==> config.mk <==
export PLATFORM = sky130hd
export DESIGN_NAME = host_cmd_sequencer
export DESIGN_NICKNAME = d
export VERILOG_FILES = /design/src/rtl/host_cmd_pkg.sv /design/src/rtl/host_frame_assembler.sv /design/src/rtl/host_cmd_sequencer.sv
export SDC_FILE = /design/constraint.sdc
export NUM_CORES = 2
export LEC_CHECK = 0
export ABC_CLOCK_PERIOD_IN_PS = 3220
export BUFFER_PORTS_ARGS = -buffer_cell sky130_fd_sc_hd__buf_2
export CORE_AREA = 5 5 545 547
export DETAILED_ROUTE_END_ITERATION = 10
export DIE_AREA = 0 0 550 552
export SYNTH_ARGS = -nofsm -noshare
export SYNTH_HDL_FRONTEND = slang
export SYNTH_SLANG_ARGS = --single-unit
==> constraint.sdc <==
create_clock -name clk -period 3.22 [get_ports clk]
set_input_delay 0.161 -clock clk [delete_from_list [all_inputs] [get_ports clk]]
set_output_delay 0.161 -clock clk [all_outputs]
set_load 0.03 [all_outputs]
==> src/rtl/host_cmd_pkg.sv <==
`default_nettype none
// ============================================================================
// Module      : host_cmd_pkg
// Description : Shared FSM state type, decoder command codes and response
//               codes for the host UART command sequencer.
// Revision    : 1.0 - initial release
// ============================================================================
package host_cmd_pkg;

  typedef enum logic [2:0] {
    ST_IDLE     = 3'd0,
    ST_COLLECT  = 3'd1,
    ST_START    = 3'd2,
    ST_WAIT_LO  = 3'd3,
    ST_WAIT_HI  = 3'd4,
    ST_DISPATCH = 3'd5,
    ST_YAW_WAIT = 3'd6,
    ST_RESP     = 3'd7
  } state_t;

  localparam logic [15:0] CMD_ENC_OFF = 16'h0001;
  localparam logic [15:0] CMD_ENC_ON  = 16'h0002;
  localparam logic [15:0] CMD_YAW     = 16'h0003;
  localparam logic [15:0] CMD_ERR     = 16'hFFFF;

  localparam logic [7:0] RESP_ACK     = 8'h00;
  localparam logic [7:0] RESP_DEC_ERR = 8'hEE;
  localparam logic [7:0] RESP_DEC_TO  = 8'hE1;
  localparam logic [7:0] RESP_YAW_TO  = 8'hE2;

endpackage
`default_nettype wire

==> src/rtl/host_frame_assembler.sv <==
`default_nettype none
// ============================================================================
// Module      : host_frame_assembler
// Description : Packs UART bytes into a frame (byte i at [8i+7:8i]), tracks
//               the byte count and RX silence, and flags when the frame closes.
// Revision    : 1.0 - initial release
// ============================================================================
module host_frame_assembler #(
  parameter int FRAME_BYTES  = 128,
  parameter int IDLE_TIMEOUT = 1000
) (
  input  logic                     clk,
  input  logic                     reset_n,
  input  logic [7:0]               rx_data,
  input  logic                     rx_valid,
  input  logic                     first_byte,
  input  logic                     collect,
  output logic [FRAME_BYTES*8-1:0] frame,
  output logic                     frame_ready
);

  localparam int BC_W = $clog2(FRAME_BYTES + 1);
  localparam int IT_W = $clog2(IDLE_TIMEOUT);
  localparam int FW_W = $clog2(FRAME_BYTES * 8);

  logic [BC_W-1:0] byte_cnt;
  logic [IT_W-1:0] idle_cnt;
  logic [FW_W-1:0] wr_pos;

  assign wr_pos = FW_W'(byte_cnt) * FW_W'(8);

  // Closing is decided in the same cycle as the last byte so the top can
  // issue dec_start on the very next cycle; a byte arrival resets idle time.
  assign frame_ready = collect &&
                       (rx_valid ? (byte_cnt == BC_W'(FRAME_BYTES - 1))
                                 : (idle_cnt == IT_W'(IDLE_TIMEOUT - 1)));

  // Byte packing, byte count and RX-silence counter.
  always_ff @(posedge clk) begin
    if (!reset_n) begin
      frame    <= '0;
      byte_cnt <= '0;
      idle_cnt <= '0;
    end else if (first_byte) begin
      frame    <= {{(FRAME_BYTES*8-8){1'b0}}, rx_data};
      byte_cnt <= BC_W'(1);
      idle_cnt <= '0;
    end else if (collect) begin
      if (rx_valid) begin
        frame[wr_pos +: 8] <= rx_data;
        byte_cnt           <= byte_cnt + 1'b1;
        idle_cnt           <= '0;
      end else if (idle_cnt != IT_W'(IDLE_TIMEOUT - 1)) begin
        idle_cnt <= idle_cnt + 1'b1;
      end
    end
  end

endmodule
`default_nettype wire

==> src/rtl/host_cmd_sequencer.sv <==
`default_nettype none
// ============================================================================
// Module      : host_cmd_sequencer
// Description : Host UART command path sequencer: frame assembly, decoder
//               handshake, command dispatch, yaw request and response.
// Revision    : 1.0 - initial release
// ============================================================================
module host_cmd_sequencer
  import host_cmd_pkg::*;
#(
  parameter int FRAME_BYTES  = 128,
  parameter int IDLE_TIMEOUT = 1000,
  parameter int DEC_TIMEOUT  = 16,
  parameter int YAW_TIMEOUT  = 100000,
  parameter int CNT_W        = 8
) (
  input  logic             clk,
  input  logic             reset_n,
  input  logic [7:0]       rx_data,
  input  logic             rx_valid,
  output logic [1023:0]    dec_frame,
  output logic             dec_start,
  input  logic             dec_done,
  input  logic             dec_error,
  input  logic [15:0]      dec_cmd_select,
  input  logic [255:0]     dec_output,
  output logic             encrypt_en,
  output logic             yaw_req,
  output logic [47:0]      yaw_target,
  input  logic             yaw_ack,
  output logic             resp_valid,
  output logic [7:0]       resp_code,
  input  logic             resp_ready,
  output logic             busy,
  output logic [CNT_W-1:0] err_count,
  output logic [CNT_W-1:0] drop_count
);

  localparam int DT_W = $clog2(DEC_TIMEOUT);
  localparam int YT_W = $clog2(YAW_TIMEOUT);

  state_t          state, state_nxt;
  logic [DT_W-1:0] dec_tmr;
  logic [YT_W-1:0] yaw_tmr;
  logic            frame_ready, dec_to, yaw_to;
  logic            resp_load, enc_load, enc_nxt, yaw_set, yaw_clr;
  logic [7:0]      resp_nxt;

  host_frame_assembler #(
    .FRAME_BYTES  (FRAME_BYTES),
    .IDLE_TIMEOUT (IDLE_TIMEOUT)
  ) u_asm (
    .clk         (clk),
    .reset_n     (reset_n),
    .rx_data     (rx_data),
    .rx_valid    (rx_valid),
    .first_byte  ((state == ST_IDLE) && rx_valid),
    .collect     (state == ST_COLLECT),
    .frame       (dec_frame),
    .frame_ready (frame_ready)
  );

  assign dec_start  = (state == ST_START);
  assign resp_valid = (state == ST_RESP);
  assign busy       = (state != ST_IDLE);
  assign dec_to     = (dec_tmr == DT_W'(DEC_TIMEOUT - 1));
  assign yaw_to     = (yaw_tmr == YT_W'(YAW_TIMEOUT - 1));

  // State register.
  always_ff @(posedge clk) begin
    if (!reset_n) state <= ST_IDLE;
    else          state <= state_nxt;
  end

  // Next-state and action decode.
  always_comb begin
    state_nxt = state;
    resp_load = 1'b0;
    resp_nxt  = RESP_ACK;
    enc_load  = 1'b0;
    enc_nxt   = encrypt_en;
    yaw_set   = 1'b0;
    yaw_clr   = 1'b0;
    case (state)
      ST_IDLE:    if (rx_valid) state_nxt = ST_COLLECT;
      ST_COLLECT: if (frame_ready) state_nxt = ST_START;
      ST_START:   state_nxt = ST_WAIT_LO;
      ST_WAIT_LO: begin
        if (!dec_done) state_nxt = ST_WAIT_HI;
        else if (dec_to) begin
          resp_load = 1'b1;
          resp_nxt  = RESP_DEC_TO;
          state_nxt = ST_RESP;
        end
      end
      ST_WAIT_HI: begin
        if (dec_done) state_nxt = ST_DISPATCH;
        else if (dec_to) begin
          resp_load = 1'b1;
          resp_nxt  = RESP_DEC_TO;
          state_nxt = ST_RESP;
        end
      end
      ST_DISPATCH: begin
        resp_load = 1'b1;
        state_nxt = ST_RESP;
        if (dec_error || (dec_cmd_select == CMD_ERR)) begin
          resp_nxt = RESP_DEC_ERR;
        end else if (dec_cmd_select == CMD_ENC_OFF) begin
          enc_load = 1'b1;
          enc_nxt  = 1'b0;
        end else if (dec_cmd_select == CMD_ENC_ON) begin
          enc_load = 1'b1;
          enc_nxt  = 1'b1;
        end else if (dec_cmd_select == CMD_YAW) begin
          resp_load = 1'b0;
          yaw_set   = 1'b1;
          state_nxt = ST_YAW_WAIT;
        end else begin
          resp_nxt = RESP_DEC_ERR;
        end
      end
      ST_YAW_WAIT: begin
        // An ack coinciding with the timeout still counts as success.
        if (yaw_ack) begin
          yaw_clr   = 1'b1;
          resp_load = 1'b1;
          state_nxt = ST_RESP;
        end else if (yaw_to) begin
          yaw_clr   = 1'b1;
          resp_load = 1'b1;
          resp_nxt  = RESP_YAW_TO;
          state_nxt = ST_RESP;
        end
      end
      ST_RESP:    if (resp_ready) state_nxt = ST_IDLE;
      default:    state_nxt = ST_IDLE;
    endcase
  end

  // Decoder and yaw timers; both saturate so a late state change cannot wrap them.
  always_ff @(posedge clk) begin
    if (!reset_n) begin
      dec_tmr <= '0;
      yaw_tmr <= '0;
    end else begin
      if (state == ST_START) dec_tmr <= '0;
      else if (((state == ST_WAIT_LO) || (state == ST_WAIT_HI)) && !dec_to)
        dec_tmr <= dec_tmr + 1'b1;
      if (state == ST_DISPATCH) yaw_tmr <= '0;
      else if ((state == ST_YAW_WAIT) && !yaw_to) yaw_tmr <= yaw_tmr + 1'b1;
    end
  end

  // Action registers: encryption enable, yaw request/target, response code.
  always_ff @(posedge clk) begin
    if (!reset_n) begin
      encrypt_en <= 1'b0;
      yaw_req    <= 1'b0;
      yaw_target <= '0;
      resp_code  <= '0;
    end else begin
      if (enc_load)  encrypt_en <= enc_nxt;
      if (resp_load) resp_code  <= resp_nxt;
      if (yaw_set) begin
        yaw_req    <= 1'b1;
        yaw_target <= dec_output[47:0];
      end else if (yaw_clr) begin
        yaw_req <= 1'b0;
      end
    end
  end

  // Saturating error and drop counters.
  always_ff @(posedge clk) begin
    if (!reset_n) begin
      err_count  <= '0;
      drop_count <= '0;
    end else begin
      if ((state == ST_RESP) && resp_ready && (resp_code != RESP_ACK) && (err_count != '1))
        err_count <= err_count + 1'b1;
      if (rx_valid && (state != ST_IDLE) && (state != ST_COLLECT) && (drop_count != '1))
        drop_count <= drop_count + 1'b1;
    end
  end

endmodule
`default_nettype wire
=== Word level (Yosys, flattened, before mapping) ===
Cells that the tools add are included.

* Bits in registers: 1140
* Word-level logic and storage cells: 135
* Input bits: 287
* Output and inout bits: 1101

* Reductions and logical operators: 30
* Multiplexer cells: 57
* Shift-type cells: 2
* Equality and inequality tests: 23
* Add/subtract/negate cells: 7
* Bitwise gates (word level): 2

{| class="wikitable"
|+ Operators with widths
! operator !! number
|-
| 1024-bit bitwise mux || 1
|-
| 8-bit by 12-bit variable shift with 1024-bit output, first input constant || 1
|-
| 8-bit by 12-bit indexed part select with 1024-bit output || 1
|-
| 8-bit two-way mux || 12
|-
| 16-bit by 2-bit == test with 1-bit output, second input constant || 2
|-
| 8-bit case mux with 4 select lines || 1
|-
| 1-bit two-way mux || 31
|-
| 8-bit by 1-bit adder with 8-bit output, second input constant || 3
|-
| 3-bit two-way mux || 8
|-
| 3-bit case mux with 8 select lines || 1
|-
| 10-bit two-way mux || 2
|-
| 17-bit by 1-bit adder with 17-bit output, second input constant || 1
|-
| 17-bit == test, second input constant || 1
|-
| 16-bit by 1-bit == test with 1-bit output, second input constant || 1
|-
| 16-bit == test, second input constant || 1
|-
| 8-bit != test, second input constant || 2
|-
| 3-bit == test, second input constant || 4
|-
| 10-bit negation with 12-bit output || 1
|-
| 10-bit by 1-bit adder with 10-bit output, second input constant || 1
|-
| 10-bit == test, second input constant || 1
|-
| 1-bit logical AND || 10
|-
| 10-bit != test, second input constant || 1
|-
| 2-bit nonzero test || 5
|-
| 8-bit by 7-bit == test with 1-bit output, second input constant || 1
|-
| 18 further kinds || 28
|}

=== Longest topological paths before layout ===
* Word-level depth: 7
* Gate-level depth with buffers: 13
* Mapped depth without buffers: 7

=== Cells and area by module ===
Synthesis repeated with hierarchy kept, for this count alone.

* Cells, all modules: 4325
* Area total of the unflattened synthesis: 44014.7 µm²

{| class="wikitable"
|+ By module, submodules not included
! module !! cells each !! instances !! sequential area each (µm²) !! area each (µm²)
|-
| host_frame_assembler || 3835 || 1 || 20860.0 || 39755.6
|-
| host_cmd_sequencer || 490 || 1 || 1881.8 || 4259.1
|}

=== Worst setup path after synthesis ===
No wires, ideal clock.

* Path type: register -> register
* From: reg u_asm.byte_cnt[0]
* To: reg u_asm.frame[7]
* Setup time: 128 ps
* Cell stages (with the launch flop): 11
* Slack: -74 ps
* Data arrival time: 3167 ps
* Clock period less this slack: 3294 ps
* Data required time: 3092 ps
* Path buffers: 3
* Path through: dfxtp_1 clkbuf_1 clkbuf_1 inv_1 ha_1 or4b_1 or2_0 clkbuf_1 o31ai_2 mux2i_1 nor2_1

* Longest elaborated chain between the ends: 6
* Elaborated cells on any way between the ends: 7
* Classes of those cells: add/sub (1); shift (2); mux (4)

{| class="wikitable"
|+ RTL lines
! element !! RTL line !! RTL
|-
| start, declared || host_frame_assembler.sv:26 || <nowiki>logic [BC_W-1:0] byte_cnt;</nowiki>
|-
| start signal, assigned || host_frame_assembler.sv:51 || <nowiki>byte_cnt <= byte_cnt + 1'b1;</nowiki>
|-
| 10-bit negation with 12-bit output (*) || host_frame_assembler.sv:50 || <nowiki>frame[wr_pos +: 8] <= rx_data;</nowiki>
|-
| 8-bit by 12-bit indexed part select with 1024-bit output or 8-bit by 12-bit variable shift with 1024-bit output (tied branches) || host_frame_assembler.sv:50 ||
|-
| 1024-bit bitwise mux (*) || host_frame_assembler.sv:50 ||
|-
| 8-bit two-way mux (*) || host_frame_assembler.sv:49 || <nowiki>if (rx_valid) begin</nowiki>
|-
| 8-bit two-way mux (*) || host_frame_assembler.sv:48 || <nowiki>end else if (collect) begin</nowiki>
|-
| 8-bit two-way mux (*) || host_frame_assembler.sv:44 || <nowiki>end else if (first_byte) begin</nowiki>
|-
| end signal, assigned || host_frame_assembler.sv:45 || <nowiki>frame <= {{(FRAME_BYTES*8-8){1'b0}}, rx_data};</nowiki>
|-
| end signal, assigned by index || host_frame_assembler.sv:50 ||
|-
| end, declared || host_frame_assembler.sv:18 || <nowiki>output logic [FRAME_BYTES*8-1:0] frame,</nowiki>
|}

Mark *: on every way between the ends. The rest lies on a longest branch, timed or not. The select of a mux whose other input is x is not followed.
A chain may end at the register's enable or synchronous reset.

=== Worst setup path after layout ===
* From: reg u_asm.byte_cnt[0]
* To: reg u_asm.frame[961]

* Longest elaborated chain between the ends: 3
* Elaborated cells on any way between the ends: 4
* Classes of those cells: add/sub (1); shift (2); mux (1)

{| class="wikitable"
|+ RTL lines
! element !! RTL line
|-
| 10-bit negation with 12-bit output (*) || host_frame_assembler.sv:50
|-
| 8-bit by 12-bit indexed part select with 1024-bit output or 8-bit by 12-bit variable shift with 1024-bit output (tied branches) || host_frame_assembler.sv:50
|-
| 1024-bit bitwise mux (*) || host_frame_assembler.sv:50
|}

Mark *: on every way between the ends. The rest lies on a longest branch, timed or not.

==> results.md <==
- PnR worst setup slack: 0.165 ns
- Nets@finish: 6201
- Initial antenna violation count: 41
- ANT nets after route: 0
- Synth Flop Type: dfxtp_1
- Largest net degree at the start of global routing: 180
- Arr. time, crit path: 3.76 ns
- Async SR Flop Fraction: 0%
- Max cap viols: 0
- VDD IR max: 0.414 mV
- EDFF count, synth: 0
- Setup Slack @ Placement: -0.0745 ns
- Final Hold Fails: 0
- Min Hold Slack: 0.147 ns
- Slew margin rel.: 11.6%
- R2R Path Start: u_asm.byte_cnt[0]
- Hold Path Cell Cnt: 6
- Max-slew violation count: 0
- Post-Syn Nets: 4814
- DIE WIDTH: 550 um
- Number of remaining DRC errors: 0
- Io pins: 1388
- Total Wirelength: 267 mm
- GRT Util Overall: 16.7%
- Final Wtd Congestion: 0.892
- Critical Path RT: 3.92 ns
- CP Class: reg2reg
- Reg2reg end: u_asm.frame[961]
- Crit share post-route: 94.9%
- Static Leak: 0.0280 uW
- Warnings from Yosys: 0
- CP Capture Type: flop
- Final setup viols: 0
- Core Area: 0.292 mm^2
- PwrDens: 534 mW/mm^2
- Post-Syn Instances: 4517
- TritonCTS clock tree: built
- Pre-antenna DRT Iters: 5
- Hold path startpoint: dec_cmd_select[6]
- Count of cell types in the netlist: 79
- I/O Buffers: 1178
- Remaining Overflow, GRT: 0
- Vias: 39638
- Post-synthesis sequential area ratio: 52.4%
- Initial core utilization: 14.9%
- Post-detail-place hpwl: 207 mm
- Setup crit start kind: flop
- Vias/cell: 3.98
- Worst hold-check path type: in2reg
- Vias in the first global route: 38480
- Fin crit period: 3.06 ns
- Synthesized area: 0.0434 mm^2
- Total CTS buffers: 142
- CTS Buffer Depth: 4
- Avg WL per Cell: 26.8 um
- Clk Latency, worst-skew pair: 0.81 ns
- RSZ-0062 raised after global routing: false
- CP Launch Point: u_asm.byte_cnt[0]
- Total power: 33100 uW
- Reg2Reg Depth: 9
- Area Growth Syn to Fin: 42.7%
- Layout cells sized above 1: 30.3%
- Cell Rows: 199
- Initial DRC Count: 2787
- Sink Count: 1136
- Die ar.: 0.304 mm^2
- Worst Path Max Fanout: 13
- Worst-margin pin slew: 1.33 ns
- Filler cell count: 32110
- Fin Clk Skew: 0.0486 ns
- Die Y: 552 um
- CTS clk-pin slew, worst paths: 0.06 ns
- Seq cells post-synth: 1136
- Endpoint of the worst hold path: resp_code[3]
- H-tree depth: 4
- Highest Clock Rate: 327 MHz
- Status: complete, no violations
- Syn Area/Cell: 9.61 um^2
- FF-to-FF setup slack: 0.16 ns
- First-pass GRT wire length: 349 mm
- Root Driver: clkbuf_16
## metrics by stage
| stage | cells | utilization [%] | setup TNS (ns) | area, um^2 |
|---|---|---|---|---|
| after CTS | 9923 | 21.2 | 0 | 61900 |
| after detailed placement | 9566 | 19.2 | -0.573 | 56000 |
| after global placement | 9566 | 19.2 | -0.199 | 56000 |
| after floorplan | 4517 | - | -0.595 | 43400 |
| final | 9947 | 21.2 | 0 | 61900 |
| after global routing | 9930 | 21.2 | 0 | 61900 |
## state kept, by name (all words and copies together) (netlist names)
register and count:
u_asm.frame 1024, yaw_target 48, yaw_tmr 17, u_asm.idle_cnt 10, drop_count 8, err_count 8
u_asm.byte_cnt 8, dec_tmr 4, resp_code 4, state 3, encrypt_en 1, yaw_req 1
## Yosys cell counts, drive strengths merged (10+ instances only)
master	instances	area, um^2
mux2i	807	8080
nand3	384	2050
and3	32	200
nand4	22	138
nor3	48	453
ha	10	125
xor2	31	272
buf	66	325
xnor2	17	149
o211ai	83	623
nor4	14	87.6
clkbuf	262	983
nand2	947	3560
o21ai	234	1170
a21oi	117	589
nor2	144	543
nand2b	18	113
or3	14	87.6
and2	18	113
dfxtp	1136	22700
## worst max-delay path, stage by stage (launching register included)
cell	delay (ns)
dfxtp_1	0.32
inv_1	0.06
ha_1	0.40
or4b_1	0.56
or2_0	0.43
a211oi_4	0.32
buf_12	0.23
and3_1	0.18
buf_4	0.21
mux2i_1	0.20
## repair_timing
action                                  CTS  global route
hold buffers                            113             0
gates resized for setup                   1             4
endpoints found under the setup margin    8            12
hold endpoints to repair                100             0
buffers inserted                          0             0
## cells by family after synthesis
kind of cell    synth area share (%)
compound gates                  6.84
flops                           52.4
simple gates                    17.8
buf+inv                         3.08
xor+xnor                       0.968
other cells                  0.00864
fa+ha+maj                      0.288
mux                             18.6
## cell usage in the layout, fill, tap and decap left out, types with 13 or more instances in the layout
| cell | instances |
|---|---|
| dfxtp_1 | 1136 |
| nor3_2 | 18 |
| dlygate4sd3_1 | 113 |
| or3_1 | 14 |
| nor3_1 | 16 |
| clkinv_2 | 13 |
| nand3_1 | 357 |
| nor3_4 | 14 |
| nor2_1 | 137 |
| buf_12 | 44 |
| o21ai_0 | 227 |
| xor2_1 | 30 |
| clkbuf_8 | 24 |
| and3_1 | 30 |
| buf_2 | 1171 |
| nand3_2 | 26 |
| nand4_1 | 22 |
| buf_4 | 243 |
| clkbuf_1 | 25 |
| xnor2_1 | 17 |
| mux2i_1 | 807 |
| clkbuf_16 | 145 |
| o211ai_1 | 83 |
| nor4_1 | 14 |
| diode_2 | 24 |
| nand2_1 | 934 |
| a21oi_1 | 111 |
| and2_1 | 16 |
| nand2b_1 | 18 |
## per-layer routing
layer  GRT usage (%)  wire, um  vias up
met5               0         0        -
met4            7.38     13500        0
met3            4.77     20900      406
met2            27.3    121000     1700
met1            20.2    111000    19119
li1                -         -    18413
## worst max path at each step
stage / end / slack (ns) / cells past startpoint
after detailed placement: u_asm.frame[263] / -0.07 / 8
after CTS: state[0] / 0.07 / 7
after global placement: u_asm.frame[261] / -0.03 / 8
final: u_asm.frame[961] / 0.16 / 9
after global routing: u_asm.frame[369] / 0.02 / 7
after floorplan: u_asm.frame[7] / -0.07 / 10
## power by group
part	switching [uW]	total [uW]	internal, uW
combinational	1900	2470	570
clock	6830	16500	9690
sequential	24.9	14100	14100
total	8760	33100	24300
## final cells by class
type	instances	area, um^2	share of cell area, %
tap	3919	4900	7.92
sequential	1136	22700	36.7
clock buffer	194	4050	6.54
clock inverter	50	659	1.06
inverter	8	30.0	0.0485
antenna	24	60.1	0.0970
multi-input combinational	3045	19800	32.0
timing repair buffer	1571	9700	15.7
Note: power is estimated with default switching activity, not from simulation.
